[src/rtl/led_pwm_fader.sv]
// Multi-channel LED PWM driver with per-channel fade-out trails behind a chaser pattern.
// Each channel loads a brightness on its pattern bit and decays one level every DECAY_DIV periods.
module led_pwm_fader #(
    parameter int unsigned DATA_LEN  = 16,
    parameter int unsigned PWM_BITS  = 4,
    parameter int unsigned DECAY_DIV = 8
) (
    input  logic                clk,
    input  logic                rst,
    input  logic                en,
    input  logic [DATA_LEN-1:0] pattern_in,
    input  logic [PWM_BITS-1:0] max_level,
    output logic [DATA_LEN-1:0] led_out,
    output logic                period_strobe
);

    localparam int unsigned DecayW = (DECAY_DIV > 1) ? $clog2(DECAY_DIV) : 1;
    // Counter runs 0..PERIOD-1 where PERIOD = 2^PWM_BITS - 1, so the last count is 2^PWM_BITS - 2.
    localparam logic [PWM_BITS-1:0] CntLast   = PWM_BITS'((2 ** PWM_BITS) - 2);
    localparam logic [DecayW-1:0]   DecayLast = DecayW'(DECAY_DIV - 1);

    logic [PWM_BITS-1:0]                pwm_cnt_q, pwm_cnt_d;
    logic [DecayW-1:0]                  decay_cnt_q, decay_cnt_d;
    logic [DATA_LEN-1:0][PWM_BITS-1:0]  level_q, level_d;
    logic [DATA_LEN-1:0][PWM_BITS-1:0]  duty_q, duty_d;
    logic [DATA_LEN-1:0]                led_d;
    logic                               strobe_d;
    logic                               wrap;
    logic                               decay_step;

    always_comb begin
        wrap        = en && (pwm_cnt_q == CntLast);
        decay_step  = wrap && (decay_cnt_q == DecayLast);
        pwm_cnt_d   = pwm_cnt_q;
        decay_cnt_d = decay_cnt_q;
        level_d     = level_q;
        duty_d      = duty_q;
        led_d       = '0;
        strobe_d    = wrap;

        if (en) begin
            pwm_cnt_d = wrap ? '0 : pwm_cnt_q + 1'b1;
            if (wrap) begin
                decay_cnt_d = decay_step ? '0 : decay_cnt_q + 1'b1;
            end
            for (int i = 0; i < int'(DATA_LEN); i++) begin
                // A fresh load wins over a decay landing on the same edge.
                if (pattern_in[i]) begin
                    level_d[i] = max_level;
                end else if (decay_step && (level_q[i] != '0)) begin
                    level_d[i] = level_q[i] - 1'b1;
                end
                // Duty only changes at the period boundary so a period never glitches.
                if (wrap) begin
                    duty_d[i] = level_q[i];
                end
                led_d[i] = (pwm_cnt_q < duty_q[i]);
            end
        end
    end

    always_ff @(posedge clk or posedge rst) begin
        if (rst) begin
            pwm_cnt_q     <= '0;
            decay_cnt_q   <= '0;
            level_q       <= '0;
            duty_q        <= '0;
            led_out       <= '0;
            period_strobe <= 1'b0;
        end else begin
            pwm_cnt_q     <= pwm_cnt_d;
            decay_cnt_q   <= decay_cnt_d;
            level_q       <= level_d;
            duty_q        <= duty_d;
            led_out       <= led_d;
            period_strobe <= strobe_d;
        end
    end

endmodule

[config.mk]
export PLATFORM = sky130hd
export DESIGN_NAME = led_pwm_fader
export DESIGN_NICKNAME = d
export VERILOG_FILES = /design/src/rtl/led_pwm_fader.sv
export SDC_FILE = /design/constraint.sdc
export NUM_CORES = 1
export LEC_CHECK = 0
export CAP_MARGIN = 10
export CORE_ASPECT_RATIO = 2
export CORE_MARGIN = 2
export CORE_UTILIZATION = 55
export DETAILED_ROUTE_END_ITERATION = 12
export PLACE_DENSITY = 0.8
export RECOVER_POWER = 25
export SLEW_MARGIN = 40
export SYNTH_ARGS = -nofsm -noshare
export SYNTH_HDL_FRONTEND = slang
export SYNTH_SLANG_ARGS = --single-unit
export TNS_END_PERCENT = 30
[constraint.sdc]
create_clock -name clk -period 9.7 [get_ports clk]
set_clock_uncertainty 0.05 [all_clocks]
set_input_delay 0.97 -clock clk [delete_from_list [all_inputs] [get_ports clk]]
set_output_delay 0.97 -clock clk [all_outputs]
set_load 0.02 [all_outputs]
==> impl_metrics.csv, run 1 <==
group,metric,value,unit
final_layout,antenna_cells,0,
pwr,combinationalPowerShare,0.341,
place,hpwl,13100,um
global_routing,grt_pass1_vias,7458,
sta,slew_headroom,-2.14,
final_layout,drive_gt1_frac,0.0673,
critical_path,startpoint,"rst",
pwr,ir_worst_vdd,0.000136,V
synth,yosys_warnings,0,
synth,syn_area_per_cell,9.12,sq um
pwr,seqPwrFrac,0.406,
clocking,postCtsSetupBuffers,0,
final_layout,nFillCells,1285,
die,dieArea,0.0168,sq mm
sta,setup_viol_count_final,0,
clocking,htreeDepth,4,
clocking,cts.clk_slew.worst_paths,0.06,ns
die,die_w,92.7,um
final_layout,area_growth,11.5,%
critical_path,cp.required,9.08,ns
critical_path,worstRegToRegCells,8,
critical_path,crit_path_end_kind,"asynchronous set/reset pin",
final_layout,utilization,0.628,
synth,ys_seq_area_frac,0.439,
pwr,p_int,1.58,mW
pwr,clkPwrFrac,0.253,
sta,setup_slack,4.89,ns
clocking,ctsResizeCount,0,
critical_path,reg2reg_slack,6.58,ns
die,initial_core_util,0.563,
detailed_routing,drt_iter0_drc,468,
synth,synth-xor-area-share,0.00202,
pwr,leakagePower,4.34,nW
critical_path,start_kind,"primary input",
critical_path,setup.worst_path.class,"in -> async",
final_layout,nets,1044,
critical_path,worst-path-buf-inv,2,
sta,fin_crit_sh,0.495,
detailed_routing,wire_per_inst,18.3,um
pwr,p_sw_frac,0.360,
synth,synth_cell_types,54,
die,rows,64,
sta,setup_tns,0,ns
detailed_routing,antenna_left,0,
critical_path,crit_chain,"dlygate4sd3_1 > clkinvlp_2",
clocking,clk_latency,0.44,ns
job,maxCapViolCount,1,
global_routing,antenna_found_initial,0,
detailed_routing,routed_wl,21300,um
sta,finalHoldViolCount,0,
synth,synth_fa_ha_area_frac,0.0983,
critical_path,cp_top_family,"buffers and inverters",
min_path,hold_class,"reg -> reg",
synth,synth-compound-area-share,0.238,
detailed_routing,drc_errors,0,
sta,final.min_clock_period,4.81,ns
synth,async_reset_ff_frac,1.00,
place,pre_cts_ws,5.87,ns
sta,report.final.slew_viol_count,107,
pwr,power.switching,889,uW
synth,synth_top_family_by_area,"compound AO/OA/AOI/OAI gates",
critical_path,reg2reg_to,"level_q[8]",
clocking,ctsHoldBuffers,0,
outcome,status,"finished with violations",
synth,synth_simple_gate_area_frac,0.145,
sta,max_freq,0.208,GHz
critical_path,crit_arrival,4.18,ns
outcome,violations,"max-capacitance violations, max-slew violations",
detailed_routing,firstDrtPassIters,5,
global_routing,grt.overflow.total,0,
synth,synth_area,0.00866,sq mm
synth,postSynthCellCount,950,
pwr,powerDensity,256,mW/mm^2
clocking,clk_path_buf_depth,2,
critical_path,path_depth,2,
final_layout,final_cell_mix,"150 x dfrtp_1, 116 x o21ai_0, 104 x nand2_1",
clocking,cts_buffers,17,
synth,synth_ff_type,"dfrtp_1",
sta,timing.hold.ws,0.434,ns
die,die_height,181,um
sta,rsz0062_at_grt,"false",
synth,synth_edf_count,0,
place,place.gp.congestion,0.837,
die,coreArea,0.0154,sq mm
critical_path,critical_path.max_stage_delay,2.61,ns
critical_path,r2r_start,"pwm_cnt_q[0]",
clocking,root_buffer,"clkbuf_16",
critical_path,critPathCapture,"pwm_cnt_q[3]",
critical_path,cpMaxStageDelayCell,"clkinvlp_2",
detailed_routing,viasPerCell,6.27,
place,port_buffers,39,
synth,ys_ff_latch,152,
clocking,clkSinkCount,152,
global_routing,grt_first_pass_wirelength,35700,um
synth,synthMuxAreaShare,0.00737,
sta,tightest_slew,4.69,ns
pwr,total_power,2.47,mW
global_routing,grt_max_degree,107,
global_routing,track_usage,0.265,
detailed_routing,vias,7303,
synth,synth_nets,1041,
clocking,tritoncts,"yes",
final_layout,final_common_cell,"dfrtp_1",
die,io_pins,40,
critical_path,worstPathMaxFanout,106,
area by class of cell:
| type | instances | area, sq um | area share |
|---|---|---|---|
| clock buffers | 18 | 439 | 0.0455 |
| multi-input cells | 643 | 4250 | 0.440 |
| clock inverters | 14 | 116 | 0.0121 |
| well taps | 198 | 248 | 0.0257 |
| inverters | 91 | 345 | 0.0358 |
| repair buffers | 48 | 452 | 0.0468 |
| flip-flops and latches | 152 | 3810 | 0.394 |
worst min-delay path by stage:
stage | from | to | slack [ns] | depth (start not counted)
detailed placement | duty_q[28] | duty_q[28] | 0.42 | 2
floorplan | decay_cnt_q[1] | decay_cnt_q[1] | 0.40 | 2
CTS | duty_q[28] | duty_q[28] | 0.43 | 2
finish | duty_q[28] | duty_q[28] | 0.43 | 2
global placement | decay_cnt_q[1] | decay_cnt_q[1] | 0.41 | 2
global route | duty_q[28] | duty_q[28] | 0.46 | 2
layer usage:
metal | up-vias | GRT usage | wire, um
met4 | 0 | 0.152 | 871
met1 | 3560 | 0.308 | 8200
li1 | 3413 | - | -
met3 | 66 | 0.0411 | 1200
met2 | 264 | 0.459 | 11000
met5 | - | 0 | 0
power groups by stage:
stage	registers (mW)	clock network [mW]	logic [mW]
floorplan	0.998	0	0.572
global placement	1.00	0	0.808
detailed placement	1.01	0	0.843
CTS	1.00	0.630	0.853
global route	1.03	0.654	0.976
finish	1.00	0.624	0.841
synthesized netlist by cell type (4+ instances only):
cell type  number  area [sq um]
ha_1           68           851
inv_1          89           334
a31o_2          4          35.0
nor2_1         26          97.6
nor4b_1         7          61.3
o211ai_1        4          30.0
nor3b_1        12          90.1
nand4_1         4          25.0
a311oi_1        5          43.8
a22oi_1        10          75.1
o22a_1          7          61.3
clkbuf_1       43           161
dfrtp_1       152          3800
nor2b_1         7          43.8
nand2b_1       30           188
nor3_1         31           155
buf_2          16          80.1
o31ai_1        15           113
a221oi_1        6          52.6
a32oi_1        23           201
nand3_1        15          75.1
o21ai_0       116           581
nand2_1       104           390
a31oi_1        24           150
a21oi_1        20           100
a211oi_1       31           233
a21o_1         32           240
or2_2           6          37.5
registers in the layout, summed over array words and instances (netlist names):
signal / cells
level_q: 64
led_out: 16
period_strobe: 1
decay_cnt_q: 3
duty_q: 64
pwm_cnt_q: 4
per-stage QoR:
| stage | cells | area [sq um] |
|---|---|---|
| after floorplan | 950 | 8660 |
| after global placement | 1132 | 9100 |
| after detailed placement | 1132 | 9110 |
| after CTS | 1164 | 9660 |
| after global routing | 1164 | 9660 |
| final | 1164 | 9660 |
cells by family after synthesis:
kind of cell               count (synthesis)
buffers and inverters                    155
and+or+nand+nor                          254
DFF                                      152
adders and majority gates                 68
AOI/OAI and AO/OA                        313
muxes                                      6
xor gates and xnor gates                   2
No activity file was read; power rests on OpenSTA's default activity.
==> run 2: changes to the inputs <==
--- a/config.mk
+++ b/config.mk
@@ -10,7 +10,7 @@
 export CORE_MARGIN = 2
 export CORE_UTILIZATION = 55
 export DETAILED_ROUTE_END_ITERATION = 12
-export PLACE_DENSITY = 0.8
+export PLACE_DENSITY = 0.83
 export RECOVER_POWER = 25
 export SLEW_MARGIN = 40
 export SYNTH_ARGS = -nofsm -noshare
==> constraint.sdc (replaced) <==
create_clock -name clk -period 4 [get_ports clk]
set_clock_uncertainty 0.05 [all_clocks]
set_input_delay 0.4 -clock clk [delete_from_list [all_inputs] [get_ports clk]]
set_output_delay 0.4 -clock clk [all_outputs]
set_load 0.02 [all_outputs]
==> run 2 against run 1 <==
  * Die area is the same
  * Sequential share of layout area fell by 0.59 points
  * Register-to-register slack worse by 5.2 ns
  * Critical path type unchanged
  * Total power rose to 2.5 times the previous value
  * Highest routed layer unchanged
  * The run still ends with max-capacitance violations, max-slew violations left
  * Critical endpoint is now led_out[5]
  * Sequential power grew 130%
==> impl_metrics.csv, run 2 (synthesis gave the netlist of run 1 again) <==
group,metric,value,unit
outcome,status,"finished with violations",
outcome,violations,"max-capacitance violations, max-slew violations",
die,io_pins,40,
detailed_routing,firstDrtPassIters,5,
die,die_height,181,um
die,die_w,92.7,um
critical_path,crit_arrival,3.00,ns
clocking,cts_buffers,17,
critical_path,critical_path.max_stage_delay,1.43,ns
final_layout,utilization,0.637,
sta,tightest_slew,1.85,ns
sta,max_freq,0.349,GHz
min_path,whs_path_depth,2,
pwr,ir_worst_vdd,0.000428,V
place,hpwl,14000,um
sta,finalHoldViolCount,0,
clocking,root_buffer,"clkbuf_16",
global_routing,track_usage,0.274,
detailed_routing,routed_wl,22100,um
global_routing,antenna_found_initial,0,
die,dieArea,0.0168,sq mm
clocking,clk_latency,0.43,ns
critical_path,cpMaxStageDelayCell,"clkbuf_2",
final_layout,top_regs,"duty_q x64, level_q x64, led_out x16",
detailed_routing,wire_per_inst,18.8,um
sta,setup_slack,1.14,ns
final_layout,drive_gt1_frac,0.0697,
final_layout,final_cell_mix,"152 x dfrtp_1, 116 x o21ai_0, 104 x nand2_1",
clocking,htreeDepth,4,
die,coreArea,0.0154,sq mm
min_path,hold_class,"reg -> reg",
final_layout,antenna_cells,0,
clocking,tritoncts,"yes",
final_layout,stdcell_area,0.00980,sq mm
global_routing,grt.overflow.total,0,
critical_path,start_kind,"primary input",
clocking,cts.clk_slew.worst_paths,0.06,ns
pwr,leakagePower,4.42,nW
final_layout,layout.cells.non_filler,1173,
critical_path,reg2reg_slack,1.35,ns
global_routing,grt_first_pass_wirelength,36700,um
pwr,total_power,6.22,mW
clocking,clkSinkCount,152,
final_layout,final_common_cell,"dfrtp_1",
final_layout,nFillCells,1273,
place,dp.cells,1141,
place,place.gp.congestion,0.827,
critical_path,cp.required,4.13,ns
place,port_buffers,39,
detailed_routing,viasPerCell,6.35,
detailed_routing,antenna_left,0,
sta,setup_viol_count_final,0,
sta,report.final.slew_viol_count,75,
final_layout,area_growth,13.1,%
sta,timing.hold.ws,0.430,ns
place,dpl-instance-area,0.00921,sq mm
detailed_routing,vias,7453,
sta,fin_crit_sh,0.716,
global_routing,grt_max_degree,79,
sta,rsz0062_at_grt,"false",
critical_path,setup.worst_path.class,"in -> async",
min_path,hp-start,"duty_q[28]",
final_layout,nets,1053,
critical_path,reg2reg_to,"level_q[28]",
critical_path,crit_path_end_kind,"asynchronous set/reset pin",
critical_path,crit_chain,"dlygate4sd3_1 > clkinvlp_2 > clkbuf_2",
die,rows,64,
final_layout,multiInputGateArea,0.00425,sq mm
detailed_routing,drt_iter0_drc,607,
clocking,clk_path_buf_depth,2,
clocking,ctsResizeCount,0,
sta,final.min_clock_period,2.86,ns
critical_path,r2r_start,"pwm_cnt_q[0]",
job,maxCapViolCount,1,
critical_path,worstRegToRegCells,8,
clocking,postCtsSetupBuffers,0,
detailed_routing,drc_errors,0,
critical_path,worstPathMaxFanout,74,
sta,setup_tns,0,ns
min_path,min_to,"duty_q[28]",
clocking,ctsHoldBuffers,0,
pwr,powerDensity,635,mW/mm^2
place,pre_cts_ws,1.40,ns
global_routing,grt_pass1_vias,7521,
final_layout,regArea,0.00380,sq mm
sta,slew_headroom,-0.232,
die,initial_core_util,0.563,
-- run 2: cell count changes in the layout (fill, tap and decap cells not counted) --
cell / change
buf_12: +1
buf_4: +6
buf_6: -1
bufinv_16: +3
clkbuf_1: +3
clkbuf_2: +1
clkbuf_8: +4
clkinv_4: -5
dfrtp_1: +2
dfrtp_2: -2
ha_1: +1
ha_2: -1
inv_6: -3
-- run 2: power by group --
group / switching [mW] / leakage, nW / internal (mW)
Clock: 0.645 / 0.306 / 1.07
Sequential: 0.277 / 1.80 / 2.05
Combinational: 1.21 / 2.32 / 0.968
Total: 2.13 / 4.42 / 4.09
-- run 2: cell type report --
| cell class | instances | area share |
|---|---|---|
| clock inverter | 9 | 0.0139 |
| clock buffer | 23 | 0.0508 |
| sequential | 152 | 0.388 |
| inverter | 91 | 0.0353 |
| timing repair buffer | 57 | 0.0529 |
| multi-input combinational | 643 | 0.434 |
| tap | 198 | 0.0253 |
-- run 2: worst max-delay path by stage --
stage / startpoint / to / slack (ns) / cells past startpoint
2_1_floorplan: rst / decay_cnt_q[0] / 1.63 / 1
3_3_place_gp: pwm_cnt_q[0] / level_q[28] / 1.44 / 8
3_5_place_dp: pwm_cnt_q[0] / level_q[28] / 1.40 / 8
4_1_cts: pwm_cnt_q[0] / level_q[28] / 1.37 / 8
5_1_grt: rst / duty_q[3] / 0.66 / 3
6_report: rst / led_out[5] / 1.14 / 3
-- run 2: per-layer routing --
metal | vias up | routed length (um) | GRT usage
met1 | 3627 | 8190 | 0.311
met2 | 304 | 11600 | 0.478
met5 | - | 0 | 0
met4 | 0 | 1070 | 0.158
met3 | 91 | 1240 | 0.0498
li1 | 3431 | - | -
-- run 2: critical path, delay by kind of cell --
| family | cells | cell delay (ns) |
|---|---|---|
| buffers and inverters | 3 | 2.53 |
